$ cat src/rtl/vsynth_nco_pkg.sv
// Shared NCO types and widths used by the phase accumulator and phase2sample.
// Latency: n/a (declarations only).
// Backpressure: n/a.
package vsynth_nco_pkg;

  // Width of the phase strobe handed to phase2sample.
  localparam int NCO_PHASE_W   = 7;
  // Default accumulator / frequency word width.
  localparam int NCO_ACC_W_DEF = 24;

  typedef enum logic [1:0] {
    STOP  = 2'd0,
    RUN   = 2'd1,
    GLIDE = 2'd2
  } nco_state_t;

endpackage

$ cat src/rtl/nco_phase_acc_if.sv
// Control and phase-strobe bundle between the NCO controller and the phase accumulator.
// Latency: n/a (wires only).
// Backpressure: none; the strobe is fire-and-forget, one per sample period.
interface nco_phase_acc_if
  import vsynth_nco_pkg::*;
#(
  parameter int ACC_W = NCO_ACC_W_DEF
);
  logic                   enable;
  logic [ACC_W-1:0]       fword;
  logic                   fword_we;
  logic                   glide_en;
  logic                   note_on;
  logic [NCO_PHASE_W-1:0] nco_phase;
  logic                   nco_phase_dv;
  logic                   cycle_wrap;

  modport master (
    output enable, fword, fword_we, glide_en, note_on,
    input  nco_phase, nco_phase_dv, cycle_wrap
  );

  modport slave (
    input  enable, fword, fword_we, glide_en, note_on,
    output nco_phase, nco_phase_dv, cycle_wrap
  );
endinterface

$ cat src/rtl/nco_phase_acc_tick_gen.sv
// Sample-rate divider: one-cycle tick every CLK_DIV clocks while enabled.
// Latency: tick is combinational from the counter; first tick CLK_DIV cycles after enable.
// Backpressure: none; dropping enable clears the count and discards the pending tick.
module nco_phase_acc_tick_gen #(
  parameter int CLK_DIV = 1024
) (
  input  logic clk,
  input  logic rst_n,
  input  logic enable_i,
  output logic tick_o
);
  localparam int              CNT_W = (CLK_DIV > 1) ? $clog2(CLK_DIV) : 1;
  localparam logic [CNT_W-1:0] LAST = CNT_W'(CLK_DIV - 1);

  logic [CNT_W-1:0] div_cnt_q;
  logic [CNT_W-1:0] div_cnt_d;

  assign tick_o = enable_i && (div_cnt_q == LAST);

  // Next count: held at zero while stopped, wraps after the last cycle of a period.
  always_comb begin
    div_cnt_d = div_cnt_q;
    if (!enable_i) begin
      div_cnt_d = '0;
    end else if (tick_o) begin
      div_cnt_d = '0;
    end else begin
      div_cnt_d = div_cnt_q + 1'b1;
    end
  end

  // Divider counter register.
  always_ff @(posedge clk or negedge rst_n) begin
    if (!rst_n) begin
      div_cnt_q <= '0;
    end else begin
      div_cnt_q <= div_cnt_d;
    end
  end
endmodule

$ cat src/rtl/nco_phase_acc.sv
// NCO phase accumulator with optional portamento on the phase increment and note-on sync.
// Latency: outputs register on the tick-cycle edge (1 clk); strobes exactly CLK_DIV apart.
// Backpressure: none; enable low stops the NCO, drops a pending tick and holds the phase.
module nco_phase_acc
  import vsynth_nco_pkg::*;
#(
  parameter int CLK_DIV     = 1024,
  parameter int ACC_W       = NCO_ACC_W_DEF,
  parameter int GLIDE_SHIFT = 4
) (
  input logic             clk,
  input logic             rst_n,
  nco_phase_acc_if.slave  bus
);
  nco_state_t             state_q, state_d;
  logic [ACC_W-1:0]       acc_q, acc_d;
  logic [ACC_W-1:0]       target_q, target_d;
  logic [ACC_W-1:0]       inc_cur_q, inc_cur_d;
  logic                   sync_pend_q, sync_pend_d;
  logic [NCO_PHASE_W-1:0] phase_q, phase_d;
  logic                   dv_q, dv_d;
  logic                   wrap_q, wrap_d;

  logic                   tick;
  logic                   sync_now;
  logic [ACC_W:0]         sum;
  logic signed [ACC_W:0]  diff;
  logic signed [ACC_W:0]  step;
  logic [ACC_W-1:0]       inc_glide;

  nco_phase_acc_tick_gen #(.CLK_DIV(CLK_DIV)) u_tick_gen (
    .clk      (clk),
    .rst_n    (rst_n),
    .enable_i (bus.enable),
    .tick_o   (tick)
  );

  // A note-on landing in the tick cycle itself is honoured by that tick.
  assign sync_now = sync_pend_q | bus.note_on;
  assign sum      = {1'b0, acc_q} + {1'b0, inc_cur_q};

  // Glide step: shifted distance to target, never smaller than one LSB toward it.
  always_comb begin
    diff = $signed({1'b0, target_q}) - $signed({1'b0, inc_cur_q});
    step = diff >>> GLIDE_SHIFT;
    if ((step == '0) && (diff != '0)) begin
      step = diff[ACC_W] ? '1 : (ACC_W+1)'(1);
    end
    inc_glide = inc_cur_q + step[ACC_W-1:0];
  end

  // Next state for accumulator, increment, sync flag, outputs and FSM.
  always_comb begin
    state_d     = state_q;
    acc_d       = acc_q;
    inc_cur_d   = inc_cur_q;
    phase_d     = phase_q;
    dv_d        = 1'b0;
    wrap_d      = 1'b0;
    target_d    = bus.fword_we ? bus.fword : target_q;
    sync_pend_d = sync_now;
    if (!bus.enable) begin
      state_d = STOP;
    end else if (tick) begin
      acc_d       = sync_now ? '0 : sum[ACC_W-1:0];
      phase_d     = acc_d[ACC_W-1 -: NCO_PHASE_W];
      dv_d        = 1'b1;
      wrap_d      = sum[ACC_W] | sync_now;
      sync_pend_d = 1'b0;
      case (state_q)
        GLIDE: begin
          if (!bus.glide_en) begin
            inc_cur_d = target_q;
            state_d   = RUN;
          end else begin
            inc_cur_d = inc_glide;
            state_d   = (inc_glide == target_q) ? RUN : GLIDE;
          end
        end
        default: begin
          if (!bus.glide_en) begin
            inc_cur_d = target_q;
            state_d   = RUN;
          end else begin
            state_d   = (target_q != inc_cur_q) ? GLIDE : RUN;
          end
        end
      endcase
    end else if (state_q == STOP) begin
      state_d = RUN;
    end
  end

  // Single state register for FSM, datapath and registered outputs.
  always_ff @(posedge clk or negedge rst_n) begin
    if (!rst_n) begin
      state_q     <= STOP;
      acc_q       <= '0;
      target_q    <= '0;
      inc_cur_q   <= '0;
      sync_pend_q <= 1'b0;
      phase_q     <= '0;
      dv_q        <= 1'b0;
      wrap_q      <= 1'b0;
    end else begin
      state_q     <= state_d;
      acc_q       <= acc_d;
      target_q    <= target_d;
      inc_cur_q   <= inc_cur_d;
      sync_pend_q <= sync_pend_d;
      phase_q     <= phase_d;
      dv_q        <= dv_d;
      wrap_q      <= wrap_d;
    end
  end

  assign bus.nco_phase    = phase_q;
  assign bus.nco_phase_dv = dv_q;
  assign bus.cycle_wrap   = wrap_q;
endmodule

$ cat src/flat_wrapper.sv
// flat-port wrapper written by rule: the top's interface ports become plain ports
module nco_phase_acc_flat import vsynth_nco_pkg::*;
#(
  parameter int CLK_DIV     = 1024,
  parameter int ACC_W       = NCO_ACC_W_DEF,
  parameter int GLIDE_SHIFT = 4
)
  (clk, rst_n, bus_enable, bus_fword, bus_fword_we, bus_glide_en, bus_note_on, bus_nco_phase, bus_nco_phase_dv, bus_cycle_wrap);
  nco_phase_acc_if #(.ACC_W(ACC_W)) bus_i ();
  input logic clk;
  input logic rst_n;
  input wire logic [$bits(bus_i.enable)-1:0] bus_enable;
  input wire logic [$bits(bus_i.fword)-1:0] bus_fword;
  input wire logic [$bits(bus_i.fword_we)-1:0] bus_fword_we;
  input wire logic [$bits(bus_i.glide_en)-1:0] bus_glide_en;
  input wire logic [$bits(bus_i.note_on)-1:0] bus_note_on;
  output wire logic [$bits(bus_i.nco_phase)-1:0] bus_nco_phase;
  output wire logic [$bits(bus_i.nco_phase_dv)-1:0] bus_nco_phase_dv;
  output wire logic [$bits(bus_i.cycle_wrap)-1:0] bus_cycle_wrap;
  assign bus_i.enable = bus_enable;
  assign bus_i.fword = bus_fword;
  assign bus_i.fword_we = bus_fword_we;
  assign bus_i.glide_en = bus_glide_en;
  assign bus_i.note_on = bus_note_on;
  assign bus_nco_phase = bus_i.nco_phase;
  assign bus_nco_phase_dv = bus_i.nco_phase_dv;
  assign bus_cycle_wrap = bus_i.cycle_wrap;
  nco_phase_acc #(.CLK_DIV(CLK_DIV), .ACC_W(ACC_W), .GLIDE_SHIFT(GLIDE_SHIFT)) u_core (.clk(clk), .rst_n(rst_n), .bus(bus_i));
endmodule
$ cat config.mk
export PLATFORM = sky130hd
export DESIGN_NAME = nco_phase_acc_flat
export DESIGN_NICKNAME = d
export VERILOG_FILES = /design/src/rtl/vsynth_nco_pkg.sv /design/src/rtl/nco_phase_acc_if.sv /design/src/rtl/nco_phase_acc_tick_gen.sv /design/src/rtl/nco_phase_acc.sv /design/src/flat_wrapper.sv
export SDC_FILE = /design/constraint.sdc
export NUM_CORES = 1
export LEC_CHECK = 0
export ABC_CLOCK_PERIOD_IN_PS = 11700
export CORE_ASPECT_RATIO = 2
export CORE_MARGIN = 8
export CORE_UTILIZATION = 45
export DETAILED_ROUTE_END_ITERATION = 10
export PLACE_DENSITY_LB_ADDON = 0.1
export SETUP_SLACK_MARGIN = 0.3
export SYNTH_ARGS = -nofsm -noshare
export SYNTH_HDL_FRONTEND = slang
export SYNTH_HIERARCHICAL = 1
export SYNTH_SLANG_ARGS = --single-unit
$ cat constraint.sdc
create_clock -name clk -period 11.7 [get_ports clk]
set_clock_uncertainty 0.05 [all_clocks]
set_input_delay 2.34 -clock clk [delete_from_list [all_inputs] [get_ports clk]]
set_output_delay 2.34 -clock clk [all_outputs]
set_load 0.01 [all_outputs]
======== Yosys cells after proc, flatten, opt, wreduce, memory -nomap -nowiden ========
Index checks and enable logic that the tools add are counted.
cells by class
  muxes and demuxes ....................... 22
  bitwise logic cells ..................... 2
  eq/ne operators ......................... 6
  reductions and logical operators ........ 7
  add/subtract/negate cells ............... 4
operators with widths
  cell                     number
  $mux W24                 6
  $add A24 B24 Y25         1
  $logic_not A25 Y1        1
  $reduce_bool A25 Y1      1
  $sub A24 B24 Y25         1
  $add A24 B24 Y24         1
  $eq A24 B24 Y1           1
  $ne A24 B24 Y1           1
  $mux W10                 2
  $mux W2                  8
  $add A10 B1 Y10 const B  1
  $eq A10 B10 Y1 const B   1
  $mux W1                  6
  $ne A3 B1 Y1 const B     1
  $reduce_and A3 Y1        1
  $eq A2 B2 Y1 const B     1
  $logic_and A1 B1 Y1      2
  $logic_not A2 Y1         1
  $ne A2 B1 Y1 const B     1
  $or A1 B1 Y1             2
  $reduce_and A2 Y1        1
word-level totals
  input port bits ......................... 30
  output and inout port bits .............. 9
  register bits ........................... 94

======== Depth between registers and ports, before layout ========
Gate-level depths: netlist (run 1).
  depth in word-level cells ............... 11
  mapped depth ............................ 23

======== Hierarchy ========
Netlist (run 1), hierarchy kept.
by module, submodules not included
  module                  cells an instance  times used  seq. area each (um2)  area an instance (um2)
  nco_phase_acc           966                1           1926.8                7871.3
  nco_phase_acc_tick_gen  49                 1           250.2                 476.7

======== Worst setup path after synthesis (run 1) ========
Ideal clock, no wire load.
  path kind ............................... register -> register
  start point ............................. reg u_core.target_q[0]
  end point ............................... reg u_core.state_q[0]
  path buffers ............................ 0
  setup time .............................. 66 ps
  arrival ................................. 5678 ps
  cell stages (with the launch flop) ...... 24
  slack ................................... 5905 ps
  cell sequence ........................... dfrtp_1 -> inv_1 -> ha_1 -> fa_1 -> nand2b_1 -> a211oi_1 -> o21ai_0 -> a211oi_1 -> or2_2 -> a21o_1 -> a21oi_1 -> xnor2_1 -> o41ai_1 -> ha_1 -> fa_1 -> a21o_1 -> a221oi_4 -> o22ai_2 -> a221o_1 -> mux2i_1 -> nor2b_1 -> or4_4 -> nor4_4 -> a41o_1
between the ends
  word-level cells in the longest chain between the ends .. 11
  elaborated cells between the ends (all ways) .. 16
  those cells by class .................... add/sub (2); eq/ne (2); mux (9); reduce/logical (3)
ends and longest elaborated chain
  item                                                      line                  text
  from (decl)                                               nco_phase_acc.sv:17   logic [ACC_W-1:0] target_q, target_d;
  from (signal assigned)                                    nco_phase_acc.sv:108  target_q <= target_d;
  $sub A24 B24 Y25                                          nco_phase_acc.sv:44   diff = $signed({1'b0, target_q}) - $signed({1'b0, inc_cur_q});
  $logic_not A25 Y1 or $reduce_bool A25 Y1 (tied branches)  nco_phase_acc.sv:46   if ((step == '0) && (diff != '0)) begin
  $logic_and A1 B1 Y1                                       nco_phase_acc.sv:46
  $mux W24                                                  nco_phase_acc.sv:46
  $add A24 B24 Y24                                          nco_phase_acc.sv:49   inc_glide = inc_cur_q + step[ACC_W-1:0];
  $eq A24 B24 Y1                                            nco_phase_acc.sv:77   state_d = (inc_glide == target_q) ? RUN : GLIDE;
  $mux W2                                                   nco_phase_acc.sv:77
  $mux W2                                                   nco_phase_acc.sv:72   if (!bus.glide_en) begin
  $mux W2 *                                                 nco_phase_acc.sv:70   case (state_q)
  $mux W2 *                                                 nco_phase_acc.sv:64   end else if (tick) begin
  $mux W2 *                                                 nco_phase_acc.sv:62   if (!bus.enable) begin
  to (signal assigned)                                      nco_phase_acc.sv:106  state_q <= state_d;
  to (decl)                                                 nco_phase_acc.sv:15   nco_state_t state_q, state_d;
Mark *: on every way between the ends. The rest lies on a longest branch, timed or not.
A chain may end at the register's enable or synchronous reset.

======== Final worst setup path (run 1) ========
Ends and elaborated chain as after synthesis.

==> flow_summary.yaml, run 1 <==
yosys:
  ys_seq_area_share_pct: 26.1
  yosysMostFrequentCell: "nand2_1"
  synthTopCellsByArea: "dfrtp_1 26%, ha_1 11%, o21ai_0 4.5%, a21oi_1 4.3%, nand2_1 4.0%"
  yosysWarningCount: 6
  mappedNetlistArea_sq_um: 8350
  synth_top_area_share_pct: 26.1
  synth_cell_types: 79
  synth_ff_type: "dfrtp_1"
  yosysTopAreaCell: "dfrtp_1"
  synth_nets: 1120
  synthTopCellsByCount: "89 x nand2_1, 87 x dfrtp_1, 78 x nor2_1, 75 x o21ai_0, 72 x ha_1"
  avgSynthCellArea_sq_um: 8.22
  synth-edff-count: 0
  async_flop_share_pct: 100
  synth-seq-cells: 87
  synthCells: 1015
sta:
  tightest_slew_ps: 974
  fin_crit_sh_pct: 63.5
  tns_ps: 0
  setup-violations-final: 0
  maxSlewViolCount: 0
  period_minus_slack_ps: 7430
  hold_viol_final: 0
  rsz0062_at_grt: "false"
  holdWs_ps: 438
  relSlewSlack_pct: 34.2
  max_freq_mhz: 135
status:
  run_status: "finished clean"
clock_network:
  hold_buffers: 0
  cts_resized: 0
  h-tree-depth: 3
  clock_path_buffers: 2
  post-cts-setup-buffers: 0
  numCtsBuffers: 9
  path_clk_slew_ps: 60
  clock_latency_ps: 360
  cts_root_buffer: "clkbuf_16"
  cts.sinks: 87
  cts_tree: "done"
worst_setup_path:
  crit_start: "u_core/target_q[0]"
  critPathKind: "register to register"
  cp.arrival_ps: 7680
  worstPathMaxFanout: 5
  cp-start-kind: "register"
  end_kind: "register"
  required_ps: 11950
  r2r_start: "u_core/target_q[0]"
pwr:
  power.density_nw_per_um2: 138
  cell_internal_pwr_mw: 0.750
  p_leak_nw: 4.10
  p_sw_mw: 0.519
  clkPwrFrac_pct: 24.6
  p_seq_share_pct: 26.7
  ir_drop_uv: 70.7
  swShare_pct: 40.9
  pwr-share-comb_pct: 48.6
floorplan:
  die_w_um: 112
  ios: 39
  start_util_pct: 45.8
  core.rowCount: 70
  die-area_sq_um: 23400
  die_h_um: 209
  core_sq_um: 18200
min_path:
  hp-start: "u_core/acc_q[11]"
  min_path_type: "register to register"
routing:
  vias: 7804
  ant_nets: 0
  wire_per_inst_um: 20.7
  drtPass1Iterations: 6
  drtIter0Drc: 437
  drc: 0
  vias_per_cell: 6.25
  routed_wl_um: 25900
grt:
  grtUsageTotal_pct: 22.5
  grt_pass1_vias: 7909
  grt_max_degree: 46
  antenna_found_initial: 0
  overflow: 0
  grt_pass1_wl_um: 41300
final_layout:
  areaGrowthSynthToFinish_pct: 9.77
  n_antenna_cell: 0
  layout.nets: 1133
  layout-drive-gt1-share_pct: 6.10
placement:
  hpwl_um: 20600
  gp_congestion: 0.929
  io_buffers: 38
run:
  maxCapViolations: 0
==> cell usage in the layout (no fill, tap or decap), types with 11 or more instances in the layout <==
master	synthesis	routed
o31ai_1	11	11
xor2_1	27	27
a211oi_1	17	17
clkdlybuf4s50_1	0	37
nor3_1	31	31
nor2_1	78	78
o21ai_0	75	75
mux2_2	18	18
or3_1	12	12
nand2b_1	12	12
a21o_1	31	31
xnor2_1	34	34
nand2_1	89	89
and2_1	11	11
nand3_1	26	26
ha_1	72	72
a31oi_1	14	14
a21oi_1	71	71
dfrtp_1	87	87
o21a_1	13	13
nand4_1	17	17
inv_1	48	48
==> critical path, stage by stage, from the launching register on <==
cell and delay [ps]:
dfrtp_1 380, inv_1 80, ha_1 240, fa_1 390, nand2b_1 230, a211oi_1 410
o21ai_0 290, a211oi_1 490, o211a_1 230, o21bai_1 60, nor4_1 310, nand4bb_1 150
o41ai_1 810, ha_1 360, fa_1 460, xnor2_1 220, and4_1 210, o311ai_0 110
or4_1 500, nor3_1 370, nand4_1 140, a2111o_1 400, nor4_4 290, a41o_1 190
==> power by group through the flow <==
stage / combinational [mW] / clock (mW) / sequential, mW
2_1_floorplan: 0.456 / 0 / 0.335
3_3_place_gp: 0.607 / 0 / 0.344
3_5_place_dp: 0.608 / 0 / 0.345
4_1_cts: 0.611 / 0.321 / 0.339
5_1_grt: 0.673 / 0.333 / 0.341
6_report: 0.617 / 0.312 / 0.339
==> state kept, by name, indices dropped and copies added (netlist names) <==
| signal | flops |
|---|---|
| u_core/bus.cycle_wrap | 1 |
| u_core/inc_cur_q | 24 |
| u_core/target_q | 24 |
| u_core/bus.nco_phase_dv | 1 |
| u_core/acc_q | 24 |
| u_core/state_q | 2 |
| u_core/u_tick_gen/div_cnt_q | 10 |
| u_core/sync_pend_q | 1 |
==> cell type report <==
type / count / area [sq um]
timing repair buffer: 46 / 438
clock inverter: 6 / 86.3
inverter: 49 / 184
fill: 1838 / 9050
sequential: 87 / 2180
tap: 216 / 270
multi-input combinational: 835 / 5780
clock buffer: 9 / 225
==> worst paths after layout <==
path / slack (ps) / to / cells after the start
worst min register to register: 440 / u_core/acc_q[11] / 2
max in group asynchronous: 8640 / u_core/target_q[22] / 2
worst min-delay path: 440 / u_core/acc_q[11] / 2
worst max register to register: 4270 / u_core/state_q[0] / 23
worst max-delay path: 4270 / u_core/state_q[0] / 23
min in group asynchronous: 1910 / u_core/acc_q[2] / 1
==> metal layers <==
metal / track usage (%) / vias to the layer above / wire [um]
met1: 23.1 / 3715 / 9960
met2: 40.5 / 205 / 13400
li1: - / 3804 / -
met5: 0 / - / 0
met3: 2.46 / 80 / 703
met4: 17.7 / 0 / 1800
==> kinds of logic after synthesis <==
logic type               count (synthesis)  share of synthesized area [%]
AND/OR/NAND/NOR                        332                           20.0
flip-flops                              87                           26.1
adder cells (fa/ha/maj)                 75                           11.5
multiplexers                            23                           3.03
buffers and inverters                   93                           4.65
AO/OA/AOI/OAI                          341                           27.5
XOR/XNOR                                64                           7.21
==> metrics by stage <==
step | instance area (sq um) | util, % | power (mW) | setup slack (ps) | std cells
6_report | 9160 | 50.3 | 1.27 | 4270 | 1248
5_1_grt | 9160 | 50.3 | 1.35 | 3990 | 1248
4_1_cts | 9160 | 50.3 | 1.27 | 4330 | 1248
3_5_place_dp | 8850 | 48.6 | 0.953 | 4360 | 1233
3_3_place_gp | 8850 | 48.6 | 0.951 | 4490 | 1233
2_1_floorplan | 8350 | - | 0.791 | 5910 | 1015
(Power assumes the default switching activity.)
==> run 2, diff against run 1 <==
--- a/config.mk
+++ b/config.mk
@@ -5,7 +5,7 @@
 export SDC_FILE = /design/constraint.sdc
 export NUM_CORES = 1
 export LEC_CHECK = 0
-export ABC_CLOCK_PERIOD_IN_PS = 11700
+export ABC_CLOCK_PERIOD_IN_PS = 6600
 export CORE_ASPECT_RATIO = 2
 export CORE_MARGIN = 8
 export CORE_UTILIZATION = 45
==> constraint.sdc (replaced) <==
create_clock -name clk -period 6.6 [get_ports clk]
set_clock_uncertainty 0.05 [all_clocks]
set_input_delay 1.32 -clock clk [delete_from_list [all_inputs] [get_ports clk]]
set_output_delay 1.32 -clock clk [all_outputs]
set_load 0.01 [all_outputs]
==> run 2 against run 1 <==
Clock-buffer cell count did not move. Sequential power rose by 76%. Final area rose by 6.6%. Register-to-register slack got worse by 3800 ps. Flip-flop and latch count did not move. Non-clock buffer count rose by 48. Sequential share of layout area fell by 1.4 points. Critical path depth fell by 2. Clock power rose by 76%. Maximum frequency rose by 20%. Final cell count rose by 3.9%. Critical path type unchanged. Highest routed layer unchanged.
==> flow_summary.yaml, run 2 (synthesized netlist as in run 1, its figures left out) <==
run:
  maxCapViolations: 0
final_layout:
  reg_top3: "u_core/acc_q x24, u_core/inc_cur_q x24, u_core/target_q x24"
  mostFrequentLayoutCell: "nand2_1"
  n_antenna_cell: 0
  layout-drive-gt1-share_pct: 14.3
  fin_area_sq_um: 9770
  fin_cells: 1297
  mostFrequentLayoutCells: "89 x nand2_1, 84 x dfrtp_1, 77 x nor2_1, 73 x o21ai_0, 68 x a21oi_1"
  layout.nets: 1181
  areaGrowthSynthToFinish_pct: 17.0
floorplan:
  die_h_um: 209
  core.rowCount: 70
  start_util_pct: 45.8
  die_w_um: 112
  ios: 39
  core_sq_um: 18200
  die-area_sq_um: 23400
placement:
  hpwl_um: 21800
  postPlaceCellArea_sq_um: 9050
  gp_congestion: 0.941
  io_buffers: 38
  place_inst: 1259
min_path:
  min_path_type: "register to register"
  hp-start: "u_core/acc_q[14]"
  hold_path_depth: 2
  holdPathEnd: "u_core/acc_q[14]"
worst_setup_path:
  cpPeakStageDelay_ps: 560
  r2r_start: "u_core/target_q[1]"
  r2r_slack_ps: 420
  cp_num_buf_inv: 0
  worstPathMaxFanout: 3
  reg2regPathDepth: 21
  crit_family: "simple AND/OR/NAND/NOR gates"
  crit_chain: "ha_4 > nor2b_4 > o31a_1 > o211a_1 > o211a_1 > or3_1 > a2111o_1 > nor4_4 > nand4bb_1 > o41ai_2 > ha_2 > fa_2 > xnor2_2 > and4_1 > o311ai_1 > or4_1 > nor3_2 > nand4_1 > a2111o_1 > nor4_4 > a41o_1"
  cp.arrival_ps: 6430
  required_ps: 6860
  critPathKind: "register to register"
  crit_slowest_cell: "or4_1"
  end_kind: "register"
  cp-start-kind: "register"
  r2r_end: "u_core/state_q[0]"
pwr:
  p_leak_nw: 4.35
  power.density_nw_per_um2: 245
  ir_drop_uv: 133
  power_mw: 2.39
clock_network:
  clock_latency_ps: 360
  path_clk_slew_ps: 80
  numCtsBuffers: 9
  cts.sinks: 87
  clock_path_buffers: 2
  h-tree-depth: 3
  cts_root_buffer: "clkbuf_16"
  cts_tree: "done"
routing:
  routed_wl_um: 28400
  vias: 8148
  vias_per_cell: 6.28
  drc: 0
  ant_nets: 0
  drtIter0Drc: 387
  drtPass1Iterations: 5
  wire_per_inst_um: 21.9
sta:
  rsz0062_at_grt: "true"
  maxSlewViolCount: 0
  max_freq_mhz: 162
  fin_crit_sh_pct: 93.6
  setup-violations-final: 0
  hold_viol_final: 0
  period_minus_slack_ps: 6180
  holdWs_ps: 441
  relSlewSlack_pct: 36.7
  tightest_slew_ps: 948
grt:
  grtUsageTotal_pct: 24.4
  grt_pass1_wl_um: 44800
  overflow: 0
  grt_max_degree: 46
  antenna_found_initial: 0
  grt_pass1_vias: 8429
status:
  run_status: "finished clean"
## run 2: changes by cell type in the layout (fill, tap and decap cells not counted), moves of 4 or more
cell	before	now
buf_4	9	56
a211oi_1	17	12
ha_2	0	9
ha_1	72	60
a211oi_2	0	4
## run 2: power by group
part	switching [mW]	internal, mW
registers	0.0350	0.560
logic	0.727	0.520
clock network	0.252	0.298
total	1.01	1.38
## run 2: worst reg2reg max path, cell delays in order (launching register included)
cell,delay [ps]
dfrtp_2,450
ha_4,250
nor2b_4,130
o31a_1,260
o211a_1,230
o211a_1,240
or3_1,330
a2111o_1,460
nor4_4,290
nand4bb_1,150
o41ai_2,310
ha_2,280
fa_2,470
xnor2_2,190
and4_1,210
o311ai_1,90
or4_1,560
nor3_2,240
nand4_1,150
a2111o_1,370
nor4_4,240
a41o_1,180
## run 2: cell type report
type / instances / area, sq um
repair buffers: 94 / 802
clock buffers: 9 / 225
well taps: 216 / 270
multi-input cells: 835 / 6020
fillers: 1784 / 8450
clock inverters: 7 / 80.1
inverters: 49 / 184
flip-flops and latches: 87 / 2180
## run 2: worst max path at each step
stage	from	end	slack [ps]	cells past startpoint
2_1_floorplan	u_core/target_q[0]	u_core/state_q[0]	810	23
3_3_place_gp	u_core/target_q[0]	u_core/state_q[0]	-220	24
3_5_place_dp	u_core/target_q[0]	u_core/state_q[0]	-340	24
4_1_cts	u_core/target_q[1]	u_core/state_q[0]	250	21
5_1_grt	u_core/inc_cur_q[12]	u_core/state_q[1]	250	23
6_report	u_core/target_q[1]	u_core/state_q[0]	420	21
## run 2: through the flow
stage | TNS, ps | worst slack, ps | util, %
3_3_place_gp | -436 | -218 | 49.7
2_1_floorplan | 0 | 805 | -
4_1_cts | 0 | 253 | 53.3
5_1_grt | 0 | 247 | 53.6
6_report | 0 | 422 | 53.6
3_5_place_dp | -682 | -344 | 49.7
## run 2: per-layer routing
layer	part of all wire (%)	vias up	GRT usage, %
li1	-	3907	-
met1	37	3947	24.8
met2	53	218	45.2
met3	3.3	76	2.72
met4	6.5	0	17.4
met5	0	-	0
## run 2: timing repair
action,4_1_cts,5_1_grt
setup endpoints to repair,3,2
hold buffers,0,0
pin swaps,25,9
buffers inserted,20,2
gates resized for setup,45,12
